## src/rtl/actor_token_fifo.sv

```systemverilog
// actor_token_fifo
// ----------------
// Token channel between a producer actor's Out-port and a consumer actor's
// In-port. Buffers up to DEPTH tokens so the two actors fire independently.
//
// Ports:
//   CLK         clock, all state updates on the rising edge
//   RESET       asynchronous, active-high reset (released synchronously by
//               the surrounding reset logic)
//   Din_DATA    token from the producer
//   Din_SEND    producer offers a token this cycle
//   Din_COUNT   tokens per send; always 1, not used for control
//   Din_RDY     FIFO can accept a token (from registered occupancy only)
//   Din_ACK     token on Din_DATA accepted this cycle
//   Dout_DATA   head token, valid whenever Dout_SEND=1 (0 while empty)
//   Dout_SEND   head token valid
//   Dout_COUNT  occupancy, zero-extended to 16 bits
//   Dout_ACK    consumer takes the head token this cycle
//   Err         (only with ACTOR_TOKEN_FIFO_PROTOCOL_CHECK_EN) sticky
//               protocol errors: [0] send while not ready, [1] ack while
//               empty; cleared only by RESET
//
// Build option: define ACTOR_TOKEN_FIFO_PROTOCOL_CHECK_EN to add the Err
// port and its two sticky flops. Without it, violations are silently
// dropped/ignored and no extra state exists.

module actor_token_fifo #(
    parameter int DATA_WIDTH = 16,
    parameter int DEPTH      = 16,
    parameter int ADDR_WIDTH = 4
) (
    input  logic                  CLK,
    input  logic                  RESET,
    input  logic [DATA_WIDTH-1:0] Din_DATA,
    input  logic                  Din_SEND,
    input  logic [15:0]           Din_COUNT,
    output logic                  Din_RDY,
    output logic                  Din_ACK,
    output logic [DATA_WIDTH-1:0] Dout_DATA,
    output logic                  Dout_SEND,
    output logic [15:0]           Dout_COUNT,
    input  logic                  Dout_ACK
`ifdef ACTOR_TOKEN_FIFO_PROTOCOL_CHECK_EN
    ,
    output logic [1:0]            Err
`endif
);

    localparam logic [ADDR_WIDTH:0]   OCC_FULL = DEPTH[ADDR_WIDTH:0];
    localparam logic [ADDR_WIDTH:0]   OCC_ONE  = 1;
    localparam logic [ADDR_WIDTH-1:0] PTR_ONE  = 1;

    logic [DATA_WIDTH-1:0] mem [DEPTH];
    logic [ADDR_WIDTH-1:0] wr_ptr;
    logic [ADDR_WIDTH-1:0] rd_ptr;
    logic [ADDR_WIDTH:0]   occ;

    logic push;
    logic pop;

    // Token count is fixed at one per send, so the field carries no control.
    logic unused_din_count;
    assign unused_din_count = ^Din_COUNT;

    // Ready looks only at registered occupancy, so a full FIFO never accepts
    // a token even when the consumer pops in the same cycle.
    assign Din_RDY   = (occ != OCC_FULL) & ~RESET;
    assign push      = Din_SEND & Din_RDY;
    assign Din_ACK   = push;

    assign Dout_SEND = (occ != '0);
    assign pop       = Dout_ACK & Dout_SEND;

    // Head entry is read straight from storage at the registered read
    // pointer; forced to zero while empty so reset and idle show 0 rather
    // than stale or uninitialised storage.
    assign Dout_DATA  = Dout_SEND ? mem[rd_ptr] : '0;
    assign Dout_COUNT = {{(16 - ADDR_WIDTH - 1){1'b0}}, occ};

    // Storage: data only, never reset
    always_ff @(posedge CLK) begin
        if (push) begin
            mem[wr_ptr] <= Din_DATA;
        end
    end

    // Control: pointers and occupancy
    always_ff @(posedge CLK or posedge RESET) begin
        if (RESET) begin
            wr_ptr <= '0;
            rd_ptr <= '0;
            occ    <= '0;
        end else begin
            if (push) begin
                wr_ptr <= wr_ptr + PTR_ONE;
            end
            if (pop) begin
                rd_ptr <= rd_ptr + PTR_ONE;
            end
            case ({push, pop})
                2'b10:   occ <= occ + OCC_ONE;
                2'b01:   occ <= occ - OCC_ONE;
                default: occ <= occ;
            endcase
        end
    end

`ifdef ACTOR_TOKEN_FIFO_PROTOCOL_CHECK_EN
    // Sticky protocol error flags
    always_ff @(posedge CLK or posedge RESET) begin
        if (RESET) begin
            Err <= 2'b00;
        end else begin
            Err[0] <= Err[0] | (Din_SEND & ~Din_RDY);
            Err[1] <= Err[1] | (Dout_ACK & ~Dout_SEND);
        end
    end
`endif

endmodule
```

## config.mk

```make
export PLATFORM = sky130hd
export DESIGN_NAME = actor_token_fifo
export DESIGN_NICKNAME = d
export VERILOG_FILES = /design/src/rtl/actor_token_fifo.sv
export SDC_FILE = /design/constraint.sdc
export NUM_CORES = 1
export LEC_CHECK = 0
export BUFFER_PORTS_ARGS = -buffer_cell sky130_fd_sc_hd__buf_2
export CELL_PAD_IN_SITES_DETAIL_PLACEMENT = 1
export CELL_PAD_IN_SITES_GLOBAL_PLACEMENT = 1
export CORE_MARGIN = 3
export CORE_UTILIZATION = 40
export CTS_CLUSTER_DIAMETER = 150
export DETAILED_ROUTE_END_ITERATION = 10
export GPL_ROUTABILITY_DRIVEN = 0
export HOLD_SLACK_MARGIN = 0.1
export PLACE_DENSITY_LB_ADDON = 0.1
export SLEW_MARGIN = 30
export SYNTH_ARGS = -nofsm -noshare
export SYNTH_HDL_FRONTEND = slang
export SYNTH_SLANG_ARGS = --single-unit
```

## constraint.sdc

```tcl
create_clock -name CLK -period 3.8 [get_ports CLK]
set_clock_uncertainty 0.05 [all_clocks]
set_input_delay 0.76 -clock CLK [delete_from_list [all_inputs] [get_ports CLK]]
set_output_delay 0.76 -clock CLK [all_outputs]
set_load 0.02 [all_outputs]
```

==> impl_metrics.tcl <==
set metrics [dict create \
    critPathMaxStageDelay_ns 0.62 \
    ys_async_sr_fraction_pct 4.83 \
    yosysWarnings 0 \
    final_max_slew_viol_count 0 \
    hp-class "primary input to async pin" \
    post-route-period-util_pct 92.9 \
    hpwl_um 13700 \
    row_count 59 \
    io_pins 71 \
    worst_setup_path_end_kind "output port" \
    hold_viol_final 0 \
    maxCapViolCount 0 \
    synth_edf_count 256 \
    ant_nets 0 \
    cts_hold_buf 0 \
    clock_path_buffers 3 \
    syn_inst 506 \
    crit_path_end "Dout_DATA[1]" \
    critPathMaxFanout 13 \
    crit_buf_inv 2 \
    power_density_mw_per_mm2 744 \
    path_depth 5 \
    path_clk_slew_ns 0.06 \
    drt_iter0_drc 417 \
    routedWlPerCell_um 25.2 \
    cp_slowest_cell "dfrtp_4" \
    cts_tree "yes" \
    drc 0 \
    dieHeight_um 170 \
    avgSynthCellArea_um2 21.2 \
    die-area_mm2 0.0288 \
    required_ns 2.99 \
    nets 628 \
    drive_above_1_share_pct 37.3 \
    relSlewSlack_pct 50.7 \
    start_util_pct 40.9 \
    fmax_ghz 0.283 \
    area_growth_pct 15.9 \
    cts_inserted_buffers 28 \
    grt_pass1_vias 5470 \
    startpoint "rd_ptr[0]" \
    critPathArrivalTime_ns 2.72 \
    reg2reg_depth 9 \
    root_buffer "clkbuf_16" \
    r2r_slack_ns 0.81 \
    rsz0062_at_grt "no" \
    clock-sinks 269 \
    antenna_found_initial 1 \
    worst_slew_pin_slew_ns 0.738 \
    rr_startpoint "occ[2]" \
    cp-start-kind "register" \
    min_period_ns 3.53 \
    seq_area_frac_synth_pct 74.7 \
    die_w_um 170 \
    synth_ff_type "edfxtp_1" \
    dr.pass1.iters 4 \
    grt_usage_pct 16.6 \
    synth_area_mm2 0.0107 \
    grt-ovfl-total 0 \
    routed_wl_um 23600 \
    leakage_uw 0.00413 \
    peakVddDrop_mv 0.418 \
    grt_pass1_wl_um 35200 \
    coreArea_mm2 0.0262 \
    setup_viol 0 \
    finalSetupTns_ns 0 \
    fin_area_mm2 0.0124 \
    worstSetupPathType "register to output port" \
    yosysUniqueCellTypes 40 \
    avgViaCountPerCell 5.38 \
    post_dp_cell_area_mm2 0.0115 \
    htree_levels 1 \
    crit_chain "buf_4 > mux4_2 > mux2_2 > a221o_1 > buf_2" \
    ys_ff_latch 269 \
    grt_max_degree 48 \
    diodes 0 \
    port_buffers 43 \
    vias 5052 \
    clk_latency_ns 0.53 \
    outcome "completed" \
    crit_family "multiplexers" \
    regToRegEndpoint "occ[4]" \
]
logic make-up after synthesis:
logic type / after synthesis / synth area share, %
buffers and inverters: 44 / 2.34
flip-flops: 269 / 74.7
AND/OR/NAND/NOR: 60 / 3.16
XOR/XNOR: 11 / 0.898
adder cells (fa/ha/maj): 9 / 1.05
AO/OA/AOI/OAI: 29 / 2.43
multiplexers: 83 / 15.4
other: 1 / 0.0349
through the flow:
| step | setup slack, ns | power (uW) | util, % | cells | hold slack (ns) |
|---|---|---|---|---|---|
| 3_5_place_dp | 0.586 | 6640 | 43.8 | 884 | 0.587 |
| 4_1_cts | 0.00682 | 9350 | 47.3 | 935 | 0.243 |
| 2_1_floorplan | 0.471 | 5760 | - | 516 | 0.499 |
| 6_report | 0.269 | 9250 | 47.5 | 939 | 0.251 |
| 3_3_place_gp | 0.575 | 6570 | 43.8 | 884 | 0.540 |
| 5_1_grt | 0.120 | 9720 | 47.5 | 939 | 0.274 |
layout by cell type, fill, tap and decap left out, types with 6 or more instances in the layout:
master	synthesis	routed
nor2_2	0	13
buf_2	9	43
clkbuf_16	0	29
dfrtp_1	13	10
buf_4	12	30
a221o_1	16	16
nand2_1	8	8
mux2_2	18	18
xnor2_1	6	6
conb_1	1	11
mux4_2	64	64
nor2b_1	12	11
edfxtp_1	256	256
clkbuf_1	11	6
ha_1	9	9
repair_timing:
| item | 4_1_cts | 5_1_grt |
|---|---|---|
| gates resized for setup | 0 | 0 |
| setup endpoints to repair | 0 | 12 |
| setup buffers | 0 | 4 |
| endpoints found under the hold margin | 0 | 0 |
registers in the layout, summed over array words and instances, names as in the netlist:
name    flops
occ         5
wr_ptr      4
mem       256
rd_ptr      4
per-layer routing:
layer	global-route usage, %	routed length [um]	vias to the layer above
met5	0	7	-
met4	3.49	303	2
met3	2.56	1120	28
met2	26.8	11600	124
met1	24.2	10600	2685
li1	-	-	2213
power by group:
group	switching [uW]	total (uW)	internal, uW	leakage (uW)
combinational	1490	2850	1360	0.00122
clock	1090	2690	1610	0.000452
sequential	244	3710	3460	0.00246
total	2820	9250	6430	0.00413
synthesized netlist by cell type (all sizes together), types with 5 or more instances:
cell	n	area share, %
edfxtp	256	72
mux4	64	13
buf	28	1.8
mux2	18	1.9
a221o	16	1.5
nor2	16	0.56
dfrtp	13	3.0
nor2b	12	0.70
clkbuf	11	0.38
ha	9	1.0
nand2	8	0.28
xnor2	6	0.49
and2b	5	0.35
inv	5	0.17
xor2	5	0.41
worst min-delay path by stage:
stage,slack [ns],startpoint,endpoint
after floorplan,0.50,rd_ptr[2],rd_ptr[2]
after global placement,0.54,rd_ptr[2],rd_ptr[2]
after detailed placement,0.59,wr_ptr[0],wr_ptr[3]
after CTS,0.24,RESET,wr_ptr[0]
after global routing,0.27,RESET,wr_ptr[3]
final,0.25,RESET,wr_ptr[3]
layout make-up:
cell class / instances / area [um2]
repair buffers: 76 / 500
flip-flops and latches: 269 / 8020
well taps: 335 / 419
multi-input cells: 203 / 2560
inverters: 5 / 18.8
clock buffers: 39 / 803
clock inverters: 12 / 113
fillers: 2354 / 13800
No activity file was read; power rests on OpenSTA's default activity.
